$ cat config.mk
export PLATFORM = sky130hd
export DESIGN_NAME = shift_serdes
export DESIGN_NICKNAME = d
export VERILOG_FILES = /design/src/rtl/shift_serdes_pkg.sv /design/src/rtl/shift_serdes_bit_timer.sv /design/src/rtl/shift_serdes.sv
export SDC_FILE = /design/constraint.sdc
export NUM_CORES = 1
export LEC_CHECK = 0
export ABC_AREA = 1
export CAP_MARGIN = 10
export CORE_UTILIZATION = 40
export DETAILED_ROUTE_END_ITERATION = 8
export PLACE_DENSITY_LB_ADDON = 0.15
export SYNTH_ARGS = -nofsm -noshare
export SYNTH_HDL_FRONTEND = slang
export SYNTH_HIERARCHICAL = 1
export SYNTH_SLANG_ARGS = --single-unit
$ cat constraint.sdc
create_clock -name clk -period 2.9 [get_ports clk]
set_input_delay 0.58 -clock clk [delete_from_list [all_inputs] [get_ports clk]]
set_output_delay 0.58 -clock clk [all_outputs]
set_load 0.01 [all_outputs]
$ cat src/rtl/shift_serdes_pkg.sv
// shift_pkg: shared TX state type, divider floor and parity helper for shift_serdes.
package shift_pkg;

    typedef enum logic [1:0] {IDLE, SHIFT, DONE} tx_state_t;

    localparam int DIV_MIN = 2;

    function automatic logic even_parity(input logic [31:0] d, input int w);
        logic p;
        p = 1'b0;
        for (int i = 0; i < 32; i++) begin
            if (i < w) p = p ^ d[i];
        end
        return p;
    endfunction

endpackage

$ cat src/rtl/shift_serdes_bit_timer.sv
// shift_bit_timer: bit-period divider (div_cnt) and bit counter (bit_cnt) for the TX path.
module shift_bit_timer
    import shift_pkg::*;
#(
    parameter int DIV   = 2,
    parameter int NBITS = 8
) (
    input  logic clk,
    input  logic reset,
    input  logic clear,
    input  logic run,
    output logic strobe,
    output logic pre_strobe,
    output logic last_bit
);

    localparam int DIV_E = (DIV < DIV_MIN) ? DIV_MIN : DIV;
    localparam int DW    = $clog2(DIV_E);
    localparam int BW    = $clog2(NBITS + 1);

    localparam logic [DW-1:0] DIV_LAST = DW'(DIV_E - 1);
    localparam logic [DW-1:0] DIV_PRE  = DW'(DIV_E - 2);
    localparam logic [BW-1:0] BIT_LAST = BW'(NBITS - 1);

    logic [DW-1:0] div_cnt;
    logic [BW-1:0] bit_cnt;

    // pre_strobe lets the owner register its strobe output one cycle ahead
    assign strobe     = run && (div_cnt == DIV_LAST);
    assign pre_strobe = run && (div_cnt == DIV_PRE);
    assign last_bit   = (bit_cnt == BIT_LAST);

    always_ff @(posedge clk or negedge reset) begin
        if (!reset) begin
            div_cnt <= '0;
            bit_cnt <= '0;
        end else if (clear) begin
            div_cnt <= '0;
            bit_cnt <= '0;
        end else if (run) begin
            if (div_cnt == DIV_LAST) begin
                div_cnt <= '0;
                bit_cnt <= last_bit ? '0 : bit_cnt + 1'b1;
            end else begin
                div_cnt <= div_cnt + 1'b1;
            end
        end
    end

endmodule

$ cat src/rtl/shift_serdes.sv
// shift_serdes: serial link with independent PISO transmitter and SIPO receiver.
// Build option SHIFT_SERDES_PARITY_EN appends/checks an even-parity bit per word.
module shift_serdes
    import shift_pkg::*;
#(
    parameter int W         = 8,
    parameter int DIV       = 2,
    parameter int MSB_FIRST = 1
) (
    input  logic         clk,
    input  logic         reset,
    input  logic         start,
    input  logic [W-1:0] tx_data,
    output logic         tx_busy,
    output logic         tx_done,
    output logic         ser_out,
    output logic         ser_frame,
    output logic         ser_strobe,
    input  logic         ser_in,
    input  logic         ser_frame_in,
    input  logic         ser_strobe_in,
    output logic [W-1:0] rx_data,
    output logic         rx_valid,
    output logic         rx_err
);

`ifdef SHIFT_SERDES_PARITY_EN
    localparam int PAR = 1;
`else
    localparam int PAR = 0;
`endif
    localparam int FW = W + PAR;
    localparam int CW = $clog2(FW + 1);
    localparam logic [CW-1:0] RX_FULL = CW'(FW);

    tx_state_t     state, state_n;
    logic [FW-1:0] tx_sreg, tx_sreg_n, load_word, tx_shifted;
    logic          busy_n, done_n, frame_n, out_n, strobe_n;
    logic          first_bit, next_bit;
    logic          t_strobe, t_pre, t_last;

    shift_bit_timer #(
        .DIV   (DIV),
        .NBITS (FW)
    ) u_timer (
        .clk        (clk),
        .reset      (reset),
        .clear      (state != SHIFT),
        .run        (state == SHIFT),
        .strobe     (t_strobe),
        .pre_strobe (t_pre),
        .last_bit   (t_last)
    );

`ifdef SHIFT_SERDES_PARITY_EN
    logic [31:0] tx_ext;
    logic        tx_par;

    always_comb begin
        tx_ext         = '0;
        tx_ext[W-1:0]  = tx_data;
        tx_par         = even_parity(tx_ext, W);
    end

    // parity always trails the data, so it sits at the far end of the shift direction
    assign load_word = (MSB_FIRST != 0) ? {tx_data, tx_par} : {tx_par, tx_data};
`else
    assign load_word = tx_data;
`endif

    assign first_bit  = (MSB_FIRST != 0) ? load_word[FW-1] : load_word[0];
    assign tx_shifted = (MSB_FIRST != 0) ? {tx_sreg[FW-2:0], 1'b0} : {1'b0, tx_sreg[FW-1:1]};
    assign next_bit   = (MSB_FIRST != 0) ? tx_shifted[FW-1] : tx_shifted[0];

    always_comb begin
        state_n   = state;
        tx_sreg_n = tx_sreg;
        busy_n    = tx_busy;
        done_n    = 1'b0;
        frame_n   = ser_frame;
        out_n     = ser_out;
        strobe_n  = 1'b0;
        case (state)
            IDLE: begin
                if (start) begin
                    state_n   = SHIFT;
                    tx_sreg_n = load_word;
                    busy_n    = 1'b1;
                    frame_n   = 1'b1;
                    out_n     = first_bit;
                end
            end
            SHIFT: begin
                strobe_n = t_pre && !t_strobe;
                if (t_strobe) begin
                    if (t_last) begin
                        state_n = DONE;
                        frame_n = 1'b0;
                        out_n   = 1'b0;
                        done_n  = 1'b1;
                    end else begin
                        tx_sreg_n = tx_shifted;
                        out_n     = next_bit;
                    end
                end
            end
            DONE: begin
                state_n = IDLE;
                busy_n  = 1'b0;
            end
            default: begin
                state_n = IDLE;
                busy_n  = 1'b0;
                frame_n = 1'b0;
                out_n   = 1'b0;
            end
        endcase
    end

    always_ff @(posedge clk or negedge reset) begin
        if (!reset) begin
            state      <= IDLE;
            tx_sreg    <= '0;
            tx_busy    <= 1'b0;
            tx_done    <= 1'b0;
            ser_frame  <= 1'b0;
            ser_out    <= 1'b0;
            ser_strobe <= 1'b0;
        end else begin
            state      <= state_n;
            tx_sreg    <= tx_sreg_n;
            tx_busy    <= busy_n;
            tx_done    <= done_n;
            ser_frame  <= frame_n;
            ser_out    <= out_n;
            ser_strobe <= strobe_n;
        end
    end

    // ---------------- receive path ----------------
    logic [FW-1:0] rx_sreg, rx_shifted;
    logic [CW-1:0] rx_cnt;
    logic [W-1:0]  rx_word;
    logic          rx_ok, rx_take, frame_q;

    assign rx_take    = ser_frame_in && ser_strobe_in;
    assign rx_shifted = (MSB_FIRST != 0) ? {rx_sreg[FW-2:0], ser_in} : {ser_in, rx_sreg[FW-1:1]};

`ifdef SHIFT_SERDES_PARITY_EN
    logic [31:0] rx_ext;
    logic        rx_pbit;

    always_comb begin
        rx_ext = '0;
        if (MSB_FIRST != 0) begin
            rx_word = rx_sreg[FW-1:1];
            rx_pbit = rx_sreg[0];
        end else begin
            rx_word = rx_sreg[W-1:0];
            rx_pbit = rx_sreg[W];
        end
        rx_ext[W-1:0] = rx_word;
        rx_ok         = (even_parity(rx_ext, W) == rx_pbit);
    end
`else
    always_comb begin
        rx_word = rx_sreg;
        rx_ok   = 1'b1;
    end
`endif

    // a full word is retired one cycle after its last bit; an early frame drop discards it
    always_ff @(posedge clk or negedge reset) begin
        if (!reset) begin
            rx_sreg  <= '0;
            rx_cnt   <= '0;
            rx_data  <= '0;
            rx_valid <= 1'b0;
            rx_err   <= 1'b0;
            frame_q  <= 1'b0;
        end else begin
            frame_q  <= ser_frame_in;
            rx_valid <= 1'b0;
            rx_err   <= 1'b0;
            if (rx_cnt == RX_FULL) begin
                if (rx_ok) begin
                    rx_data  <= rx_word;
                    rx_valid <= 1'b1;
                end else begin
                    rx_err <= 1'b1;
                end
                if (rx_take) begin
                    rx_sreg <= rx_shifted;
                    rx_cnt  <= CW'(1);
                end else begin
                    rx_cnt <= '0;
                end
            end else if (frame_q && !ser_frame_in && (rx_cnt != '0)) begin
                rx_err <= 1'b1;
                rx_cnt <= '0;
            end else if (rx_take) begin
                rx_sreg <= rx_shifted;
                rx_cnt  <= rx_cnt + 1'b1;
            end
        end
    end

endmodule

== Word-level counts from Yosys, hierarchy flattened ==
Cells that the tools add are included.

* Bits in registers: 42
* Bits of input ports: 14
* Output and inout port bits: 15
* Word-level logic and storage cells: 89

* Add/sub/neg operators: 3
* Eq/ne operators: 10
* Multiplexer cells: 38
* Bitwise logic cells: 3
* Reduce and logical (&&, ||, !) cells: 20

{| class="wikitable"
|+ Operators with widths
! kind !! count
|-
| $mux W4 || 7
|-
| $mux W8 || 3
|-
| $mux W7 || 3
|-
| $mux W1 || 17
|-
| $pmux W7 S2 || 1
|-
| $ne A2 B2 Y1 const B || 5
|-
| $add A4 B1 Y4 const B || 2
|-
| $reduce_and A4 Y1 || 2
|-
| $logic_and A1 B1 Y1 || 6
|-
| $mux W2 || 3
|-
| $pmux W1 S3 || 2
|-
| $reduce_and A3 Y1 || 2
|-
| $reduce_bool A2 Y1 || 3
|-
| $eq A4 B3 Y1 const B || 1
|-
| $eq A4 B4 Y1 const B || 1
|-
| $pmux W2 S2 || 1
|-
| $reduce_and A2 Y1 || 2
|-
| $reduce_bool A4 Y1 || 1
|-
| $not A1 Y1 || 3
|-
| $reduce_bool A3 Y1 || 1
|-
| $eq A2 B1 Y1 const B || 1
|-
| $eq A2 B2 Y1 const B || 1
|-
| $logic_not A1 Y1 || 2
|-
| $logic_not A2 Y1 || 1
|-
| other kinds (3) || 3
|}

== Depth between registers and ports, before layout ==
Gate-level depths: netlist (run 1).

* Depth in word-level cells: 5
* Mapped depth: 11
* Gate-level depth less buffers: 11

== Hierarchy ==
The synthesis (run 1) kept the hierarchy.

{| class="wikitable"
|+ By module, submodules not included
! module !! times used !! cells each !! area each (sq um) !! seq. area each (sq um)
|-
| shift_serdes || 1 || 190 || 1611.5 || 925.9
|-
| shift_bit_timer || 1 || 37 || 277.8 || 125.1
|}

== Least setup slack after synthesis (run 1) ==
No wires, ideal clock.

* Path type: register to register
* Start point: register state[1]
* End point: register tx_sreg[1]
* Setup time: 0.065 ns
* Data arrival time: 1.342 ns
* Data required time: 2.835 ns
* Slack: 1.493 ns
* Stages on the path, launching flop included: 12
* Path buffers: 0
* Period minus slack after synthesis: 1.407 ns
* Path through: dfrtp_1 -> inv_2 -> nand2_2 -> inv_2 -> nand2_1 -> inv_1 -> inv_1 -> nand3_2 -> nand3_4 -> inv_4 -> nand2_2 -> nand2_1

* Longest elaborated chain between the ends: 4
* Elaborated cells on any way between the ends: 9
* Those cells by class: 4 x eq/ne; 1 x mux; 4 x reduce/logical

{| class="wikitable"
|+ Ends and longest elaborated chain
! item !! line !! text
|-
| from (decl) || shift_serdes.sv:36 || <nowiki>tx_state_t state, state_n;</nowiki>
|-
| from (signal assigned) || shift_serdes.sv:130 || <nowiki>state <= state_n;</nowiki>
|-
| $eq A2 B1 Y1 || shift_serdes.sv:49 || <nowiki>.run (state == SHIFT),</nowiki>
|-
| $logic_and A1 B1 Y1 || shift_serdes_bit_timer.sv:29 || <nowiki>assign strobe = run && (div_cnt == DIV_LAST);</nowiki>
|-
| via t_strobe || shift_serdes.sv:40 || <nowiki>logic t_strobe, t_pre, t_last;</nowiki>
|-
| $ne A2 B2 Y1 (no source line) || - ||
|-
| $reduce_and A4 Y1 (no source line) || - ||
|-
| to (signal assigned) || shift_serdes.sv:131 || <nowiki>tx_sreg <= tx_sreg_n;</nowiki>
|-
| to (decl) || shift_serdes.sv:37 || <nowiki>logic [FW-1:0] tx_sreg, tx_sreg_n, load_word, tx_shifted;</nowiki>
|}

The timed path passes the listed nets, and every way through them passes these cells.
A chain may end at the register's enable or synchronous reset.

== Worst setup path in the final report (run 1) ==
* Start point: register state[1]
* End point: register tx_sreg[2]

The elaborated chain is that of the path after synthesis.

==> impl_metrics.py, run 1 <==
metrics = {
    "outcome": {
        "status": "complete, but fails checks",
        "violations": "DRC",
    },
    "detailed_routing": {
        "first_pass_iters": 6,
        "drt-initial-drc-count": 82,
        "dr_wl_met2_microns": 1472,
        "drt_wl_total_microns": 3438,
        "ant_nets": 0,
        "routedWlPerCell_microns": 11.02,
        "met3_wirelength_microns": 106,
        "wl_met1_microns": 1790,
        "routed.top_layer": "met4",
        "drc": 2,
        "via_count": 1461,
        "routed_via_density": 4.683,
    },
    "clocking": {
        "clock_latency_ns": 0.30,
        "clk_pin_slew_ns": 0.09,
        "ctsHoldBuffers": 0,
        "cts.sinks": 42,
        "post_cts_buffers": 0,
        "cts_buffer_depth": 2,
        "h-tree-depth": 2,
        "cts_tree": "done",
        "root_buffer": "clkbuf_8",
        "post_cts_resized": 0,
        "cts_buffers": 5,
    },
    "setup_path": {
        "cpPeakStageDelay_ns": 0.45,
        "crit_family": "simple AND/OR/NAND/NOR gates",
        "path_cells": "inv_2 -> nand2_2 -> inv_2 -> nand2_1 -> inv_1 -> inv_1 -> nand3_2 -> nand3_4 -> inv_4 -> nand2_2 -> nand2_1",
        "crit_type": "reg2reg",
        "cp_data_arrival_time_ns": 2.04,
        "r2r_cells": 11,
        "regToRegEndpoint": "tx_sreg[2]",
        "startpoint": "state[1]",
        "endpoint_kind": "register",
        "critical_path_buf_inv_count": 5,
        "cp.depth": 11,
        "crit_fanout": 12,
        "r2r_start": "state[1]",
        "critPathRequiredTime_ns": 3.09,
        "crit_path_end": "tx_sreg[2]",
        "ff2ff_setup_slack_ns": 1.05,
        "cp-start-kind": "register",
        "critPathSlowestCell": "dfrtp_1",
    },
    "final_layout": {
        "layout-drive-gt1-share_pct": 11.54,
        "syn_to_final_growth_pct": 22.91,
        "n_fill_cell": 448,
        "fin_cells": 312,
        "n_antenna_cell": 0,
        "layout.nets": 276,
    },
    "logic_synthesis": {
        "synthTopCellsByArea": "dfrtp_1 (56%), nand2_1 (17%), inv_1 (4.8%), o21ai_1 (4.2%), nand2_2 (3.0%)",
        "synthSimpleGateAreaFrac_pct": 29.54,
        "syn_nets": 244,
        "muxShareOfSynthArea_pct": 0,
        "synthAdderAreaFrac_pct": 1.987,
        "synth-edff-count": 0,
        "syn_inst": 227,
        "synth_commonest_cells": "nand2_1 (87), dfrtp_1 (42), inv_1 (24), o21ai_1 (16), nor2_1 (12)",
        "synth_flop_cell": "dfrtp_1",
        "synthDistinctLibCells": 21,
        "synth_top_area_cell": "dfrtp_1",
        "ys_seq_elements": 42,
        "async_flop_share_pct": 100.0,
        "ys_seq_area_share_pct": 55.63,
        "syn-cell-area_sq_mm": 0.001889,
        "ys.warnings.count": 6,
        "yosysMostFrequentCell": "nand2_1",
        "yosys.area_share.xor_xnor_pct": 0,
        "synth_compound_area_share_pct": 5.828,
        "synth.top_cell.area_share_pct": 55.63,
        "syn_area_per_cell_sq_um": 8.323,
        "synth_top_family_by_area": "simple AND/OR/NAND/NOR gates",
    },
    "floorplanning": {
        "start_util_pct": 42.51,
        "fp-row-count": 24,
        "die_width_microns": 70.73,
        "io_pins": 29,
        "dieArea_sq_mm": 0.005002,
        "coreArea_sq_mm": 0.004444,
        "die_h_microns": 70.73,
    },
    "place": {
        "dp.cells": 304,
        "io_buffers": 28,
        "dp_hpwl_microns": 2328,
        "gp_congestion": 0.7603,
    },
    "timing": {
        "maxSlewViolCount": 0,
        "min_period_over_period_pct": 63.75,
        "finalHoldViolCount": 0,
        "fmax_mhz": 540.9,
        "slew_headroom_pct": 38.55,
        "skew_ns": 0.009792,
        "setup-violations-final": 0,
        "rsz0062_at_grt": "false",
        "tightest_slew_ns": 0.9218,
        "tns_ns": 0,
        "fin_crit_ns": 1.849,
        "hold_ws_ns": 0.4091,
    },
    "global_route": {
        "grt_first_pass_wirelength_microns": 5954,
        "grt_pass1_vias": 1359,
        "antenna_found_initial": 0,
        "grt_start_max_net_pins": 43,
        "grt_util_all_layers_pct": 15.30,
        "grt-ovfl-total": 0,
    },
    "power": {
        "powerDensity_mw_per_mm2": 991.4,
        "ir_worst_vdd_v": 0.0003560,
        "comb_power_share_pct": 41.2,
        "power_mw": 2.302,
        "leakagePower_nw": 1.200,
        "p_sw_mw": 0.9044,
        "power_frac_seq_pct": 38.5,
        "p_int_mw": 1.398,
        "pwr-share-clk_pct": 20.3,
        "switching_share_pct": 39.28,
    },
    "worst_hold_path": {
        "hold_class": "in2async",
    },
    "run": {
        "max_cap_violations": 0,
    },
}
cell usage in the layout (no fill, tap or decap), drive strengths merged:
cell type,Yosys,final
a21oi,3,3
buf,3,1
bufinv,0,1
clkbuf,0,6
clkdlybuf4s50,0,27
clkinvlp,0,1
dfrtp,42,42
ha,3,3
inv,30,30
nand2,97,97
nand3,10,10
nand4,1,1
nor2,16,16
nor3,3,3
o21ai,19,19
worst min-delay path by stage:
stage                  to  cells past startpoint
6_report          tx_busy                      1
5_1_grt         ser_frame                      1
4_1_cts         rx_cnt[3]                      1
3_5_place_dp   tx_sreg[0]                      2
3_3_place_gp   tx_sreg[0]                      2
2_1_floorplan     frame_q                      0
flip-flops by register name (all words and copies together) (netlist names), 2 cells and up:
register         flops
tx_sreg              7
rx_sreg              8
state                2
rx_data              8
u_timer/bit_cnt      4
rx_cnt               4
cell families (layout without fill, tap and decap cells):
group	after synthesis	count (layout)
AND/OR/NAND/NOR	127	127
flip-flops	42	42
buffers and inverters	33	66
AO/OA/AOI/OAI	22	22
adder cells (fa/ha/maj)	3	3
stage by stage:
stage               utilization [%]  worst slack, ns  area, sq um
floorplan                         -            1.493         1889
global placement              49.77           0.9192         2212
detailed placement            49.77           0.8397         2212
CTS                           52.25            1.036         2322
global route                  52.25           0.8250         2322
finish                        52.25            1.051         2322
worst reg2reg max path, stage by stage (launching register included):
cell and delay, ns:
dfrtp_1 0.45, inv_2 0.09, nand2_2 0.22, inv_2 0.15
nand2_1 0.13, inv_1 0.06, inv_1 0.13, nand3_2 0.16
nand3_4 0.17, inv_4 0.08, nand2_2 0.06, nand2_1 0.04
final cells by class:
cell class	instances	area, sq um	share of cell area [%]
clock buffer	6	72.57	3.125
clock inverter	2	37.54	1.616
inverter	30	115.1	4.957
multi-input combinational	152	705.7	30.39
sequential	42	1051	45.26
tap	52	65.06	2.802
timing repair buffer	28	275.3	11.85
power by group through the flow:
stage	Combinational, mW	Clock [mW]	Sequential, mW
after floorplan	0.643	0	0.908
after global placement	0.950	0	0.895
after detailed placement	0.956	0	0.896
after CTS	0.960	0.482	0.887
after global routing	1.07	0.500	0.911
final	0.948	0.468	0.886
routing by layer:
metal / global-route usage [%] / up-vias
li1: - / 765
met5: 0 / -
met4: 7.333 / 0
met2: 23.08 / 21
met3: 3.561 / 7
met1: 20.95 / 668
Power figures use the tool's default switching activity.
==> run 2: changes to the inputs <==
clock period = 1.8 ns   (was 2.9 ns; I/O delays follow)
==> impl_metrics.py, run 2 (same netlist as run 1, synthesis figures left out) <==
metrics = {
    "global_route": {
        "grt_first_pass_wirelength_microns": 5982,
        "grt-ovfl-total": 0,
        "grt_util_all_layers_pct": 15.19,
        "grt_pass1_vias": 1360,
        "antenna_found_initial": 0,
        "grt_start_max_net_pins": 43,
    },
    "clocking": {
        "post_cts_buffers": 0,
        "h-tree-depth": 2,
        "cts_buffer_depth": 2,
        "ctsHoldBuffers": 0,
        "root_buffer": "clkbuf_8",
        "cts_tree": "done",
        "clock_latency_ns": 0.29,
        "clk_pin_slew_ns": 0.08,
        "cts.sinks": 42,
        "post_cts_resized": 0,
        "cts_buffers": 5,
    },
    "floorplanning": {
        "die_width_microns": 70.73,
        "coreArea_sq_mm": 0.004444,
        "die_h_microns": 70.73,
        "fp-row-count": 24,
        "dieArea_sq_mm": 0.005002,
        "io_pins": 29,
        "start_util_pct": 42.51,
    },
    "outcome": {
        "violations": "DRC",
        "status": "complete, but fails checks",
    },
    "timing": {
        "min_period_over_period_pct": 89.38,
        "hold_ws_ns": 0.1254,
        "skew_ns": 0.003894,
        "fin_crit_ns": 1.609,
        "tightest_slew_ns": 0.5263,
        "finalHoldViolCount": 0,
        "tns_ns": 0,
        "fmax_mhz": 621.6,
        "rsz0062_at_grt": "false",
        "slew_headroom_pct": 64.91,
        "maxSlewViolCount": 0,
        "setup-violations-final": 0,
    },
    "setup_path": {
        "endpoint_kind": "register",
        "crit_type": "reg2reg",
        "r2r_cells": 11,
        "critPathRequiredTime_ns": 2.03,
        "cp_data_arrival_time_ns": 1.84,
        "ff2ff_setup_slack_ns": 0.19,
        "cp-start-kind": "register",
        "crit_path_end": "tx_sreg[5]",
        "r2r_start": "state[1]",
        "crit_fanout": 10,
        "regToRegEndpoint": "tx_sreg[5]",
        "startpoint": "state[1]",
    },
    "detailed_routing": {
        "drt-initial-drc-count": 81,
        "drc": 2,
        "ant_nets": 0,
        "via_count": 1448,
        "drt_wl_total_microns": 3433,
        "routedWlPerCell_microns": 10.86,
        "routed_via_density": 4.582,
        "first_pass_iters": 6,
    },
    "final_layout": {
        "syn_to_final_growth_pct": 24.44,
        "layout.nets": 280,
        "final_cell_mix": "nand2_1 (87), dfrtp_1 (42), clkdlybuf4s50_1 (27)",
        "n_fill_cell": 432,
        "layout-drive-gt1-share_pct": 13.26,
        "reg_top3": "rx_data (8), rx_sreg (8), tx_sreg (7)",
        "layout_commonest_cell": "nand2_1",
        "n_antenna_cell": 0,
        "stdcell_area_sq_mm": 0.002351,
        "final_core_util_pct": 52.90,
    },
    "power": {
        "leakagePower_nw": 1.227,
        "powerDensity_mw_per_mm2": 1577,
        "ir_worst_vdd_v": 0.0006043,
        "power_mw": 3.709,
    },
    "run": {
        "max_cap_violations": 0,
    },
    "place": {
        "io_buffers": 28,
        "dp_hpwl_microns": 2398,
        "place_area_sq_mm": 0.002242,
        "gp_congestion": 0.8735,
    },
    "worst_hold_path": {
        "hold_class": "in2async",
    },
}
-- run 2: cell count changes in the layout (fill, tap and decap cells not counted) --
cell and change:
clkinv_2 +2, buf_4 +4, clkinvlp_4 -1, clkbuf_1 -1
-- run 2: area by class of cell --
cell class                 instances  area [sq um]  share of cell area, %
sequential                        42          1051                  44.70
tap                               52         65.06                  2.767
timing repair buffer              32         305.3                  12.99
multi-input combinational        152         705.7                  30.02
clock inverter                     3         40.04                  1.703
clock buffer                       5         68.82                  2.927
inverter                          30         115.1                  4.896
-- run 2: stage by stage --
step	setup slack, ns	instances
4_1_cts	0.1724	316
3_3_place_gp	0.2692	308
6_report	0.1912	316
2_1_floorplan	0.3932	227
3_5_place_dp	0.1895	308
5_1_grt	0.04139	316
-- run 2: worst min path at each step --
stage               slack (ns)          to   from
finish                    0.13  tx_sreg[1]  reset
global route              0.18     ser_out  reset
CTS                       0.14    rx_valid  reset
detailed placement        0.46   ser_frame  reset
global placement          0.46   ser_frame  reset
floorplan                 0.06     frame_q  reset
-- run 2: power breakdown --
group / internal (mW) / switching (mW) / leakage, nW / total (mW)
clock network: 0.408 / 0.325 / 0.0579 / 0.733
registers: 1.23 / 0.206 / 0.549 / 1.43
logic: 0.633 / 0.910 / 0.620 / 1.54
-- run 2: per-layer routing --
metal / global-route usage (%) / vias to the layer above / share of wire (%)
met3: 4.416 / 5 / 3.2
met4: 5.333 / 0 / 0.90
met2: 22.86 / 19 / 43
met1: 21.06 / 657 / 53
li1: - / 767 / -
met5: 0 / - / 0
-- run 2: critical path, stage by stage (launching register included) --
cell and delay (ns):
dfrtp_1 0.44, inv_2 0.12, nand2_2 0.06, inv_2 0.15, nand2_1 0.11, inv_1 0.08
inv_1 0.08, nand3_2 0.13, nand3_4 0.14, inv_4 0.14, nand2_2 0.05, nand2_1 0.06
==> run 3: changes to the inputs <==
CORE_UTILIZATION = 50   (was 40)
==> impl_metrics.py, run 3 (same netlist as run 1, synthesis figures left out) <==
metrics = {
    "final_layout": {
        "syn_to_final_growth_pct": 24.57,
        "reg_top3": "rx_data (8), rx_sreg (8), tx_sreg (7)",
        "multi_input_area_sq_um": 705.7,
        "layout.nets": 281,
        "final_cell_mix": "nand2_1 (87), dfrtp_1 (42), clkdlybuf4s50_1 (27)",
        "layout_commonest_cell": "nand2_1",
        "final_core_util_pct": 67.86,
        "n_fill_cell": 302,
        "n_antenna_cell": 0,
        "layout-drive-gt1-share_pct": 13.21,
        "seqCellArea_sq_mm": 0.001051,
    },
    "floorplanning": {
        "die_width_microns": 63.47,
        "die_h_microns": 63.47,
        "coreArea_sq_mm": 0.003468,
        "io_pins": 29,
        "dieArea_sq_mm": 0.004028,
        "fp-row-count": 21,
        "start_util_pct": 54.47,
    },
    "global_route": {
        "grt-ovfl-total": 0,
        "grt_first_pass_wirelength_microns": 6182,
        "antenna_found_initial": 0,
        "grt_pass1_vias": 1447,
        "grt_util_all_layers_pct": 20.01,
        "grt_start_max_net_pins": 17,
    },
    "place": {
        "dp_hpwl_microns": 2496,
        "gp_congestion": 0.8088,
        "io_buffers": 28,
        "place_ws_ns": 0.2003,
    },
    "power": {
        "powerDensity_mw_per_mm2": 1582,
        "ir_worst_vdd_v": 0.0008275,
        "power_mw": 3.722,
        "leakagePower_nw": 1.230,
    },
    "outcome": {
        "status": "completed",
    },
    "clocking": {
        "post_cts_resized": 0,
        "root_buffer": "clkbuf_8",
        "cts.sinks": 42,
        "clock_latency_ns": 0.30,
        "cts_buffers": 5,
        "cts_buffer_depth": 2,
        "cts_tree": "done",
        "clk_pin_slew_ns": 0.08,
        "h-tree-depth": 2,
    },
    "detailed_routing": {
        "via_count": 1480,
        "first_pass_iters": 4,
        "drc": 0,
        "drt_wl_total_microns": 3373,
        "ant_nets": 0,
        "drt-initial-drc-count": 52,
        "routed_via_density": 4.759,
        "routedWlPerCell_microns": 10.85,
    },
    "timing": {
        "maxSlewViolCount": 0,
        "tightest_slew_ns": 0.2723,
        "slew_headroom_pct": 81.85,
        "skew_ns": 0.009582,
        "min_period_over_period_pct": 89.48,
        "worst_slack_ns": 0.1894,
        "setup-violations-final": 0,
        "hold_ws_ns": 0.4580,
        "rsz0062_at_grt": "false",
        "fin_crit_ns": 1.611,
        "tns_ns": 0,
        "fmax_mhz": 620.9,
        "finalHoldViolCount": 0,
    },
    "setup_path": {
        "startpoint": "state[1]",
        "cp_data_arrival_time_ns": 1.85,
        "cp-start-kind": "register",
        "endpoint_kind": "register",
        "critPathRequiredTime_ns": 2.03,
        "r2r_cells": 11,
        "crit_type": "reg2reg",
        "crit_fanout": 10,
        "regToRegEndpoint": "tx_sreg[5]",
        "r2r_start": "state[1]",
        "ff2ff_setup_slack_ns": 0.19,
    },
    "run": {
        "max_cap_violations": 0,
    },
    "worst_hold_path": {
        "hold_class": "in2async",
    },
}
[run 3: changes by cell type in the layout (fill, tap and decap cells not counted)]
cell,before,now
dlygate4sd3_1,0,1
[run 3: cell type report]
type | instances | share of cell area, %
Tap cell | 46 | 2.446
Clock inverter | 3 | 1.701
Inverter | 30 | 4.891
Sequential cell | 42 | 44.66
Clock buffer | 5 | 2.924
Multi-Input combinational cell | 152 | 29.98
Timing Repair Buffer | 33 | 13.40
[run 3: critical path, cell delays in order, from the launching register on]
cell,delay [ns]
dfrtp_1,0.43
inv_2,0.11
nand2_2,0.06
inv_2,0.14
nand2_1,0.11
inv_1,0.08
inv_1,0.08
nand3_2,0.14
nand3_4,0.14
inv_4,0.15
nand2_2,0.05
nand2_1,0.05
[run 3: timing repair]
item | 4_1_cts | 5_1_grt
hold endpoints to repair | 11 | 0
setup buffers | 0 | 0
hold buffers | 1 | 0
[run 3: worst max-delay path by stage]
| stage | endpoint | slack [ns] | cells past startpoint |
|---|---|---|---|
| floorplan | tx_sreg[1] | 0.39 | 11 |
| global placement | tx_sreg[1] | 0.29 | 11 |
| detailed placement | tx_sreg[5] | 0.20 | 11 |
| CTS | tx_sreg[5] | 0.19 | 11 |
| global route | tx_sreg[5] | 0.02 | 11 |
| finish | tx_sreg[5] | 0.19 | 11 |
[run 3: per-layer routing]
layer	routed length [microns]	track usage, %	vias up
met5	0	0	-
met4	51	7.670	0
met3	116	5.435	6
met2	1515	32.05	26
met1	1689	25.68	678
li1	-	-	770
[run 3: per-stage QoR]
step                      cells  cell area [sq um]
final                       311               2354
after global routing        311               2354
after CTS                   311               2354
after detailed placement    302               2235
after global placement      302               2235
after floorplan             227               1889
[run 3: power breakdown]
group | total, mW | internal (mW) | switching, mW
Combinational | 1.56 | 0.637 | 0.928
Clock | 0.728 | 0.408 | 0.319
Sequential | 1.43 | 1.23 | 0.204
Total | 3.72 | 2.27 | 1.45
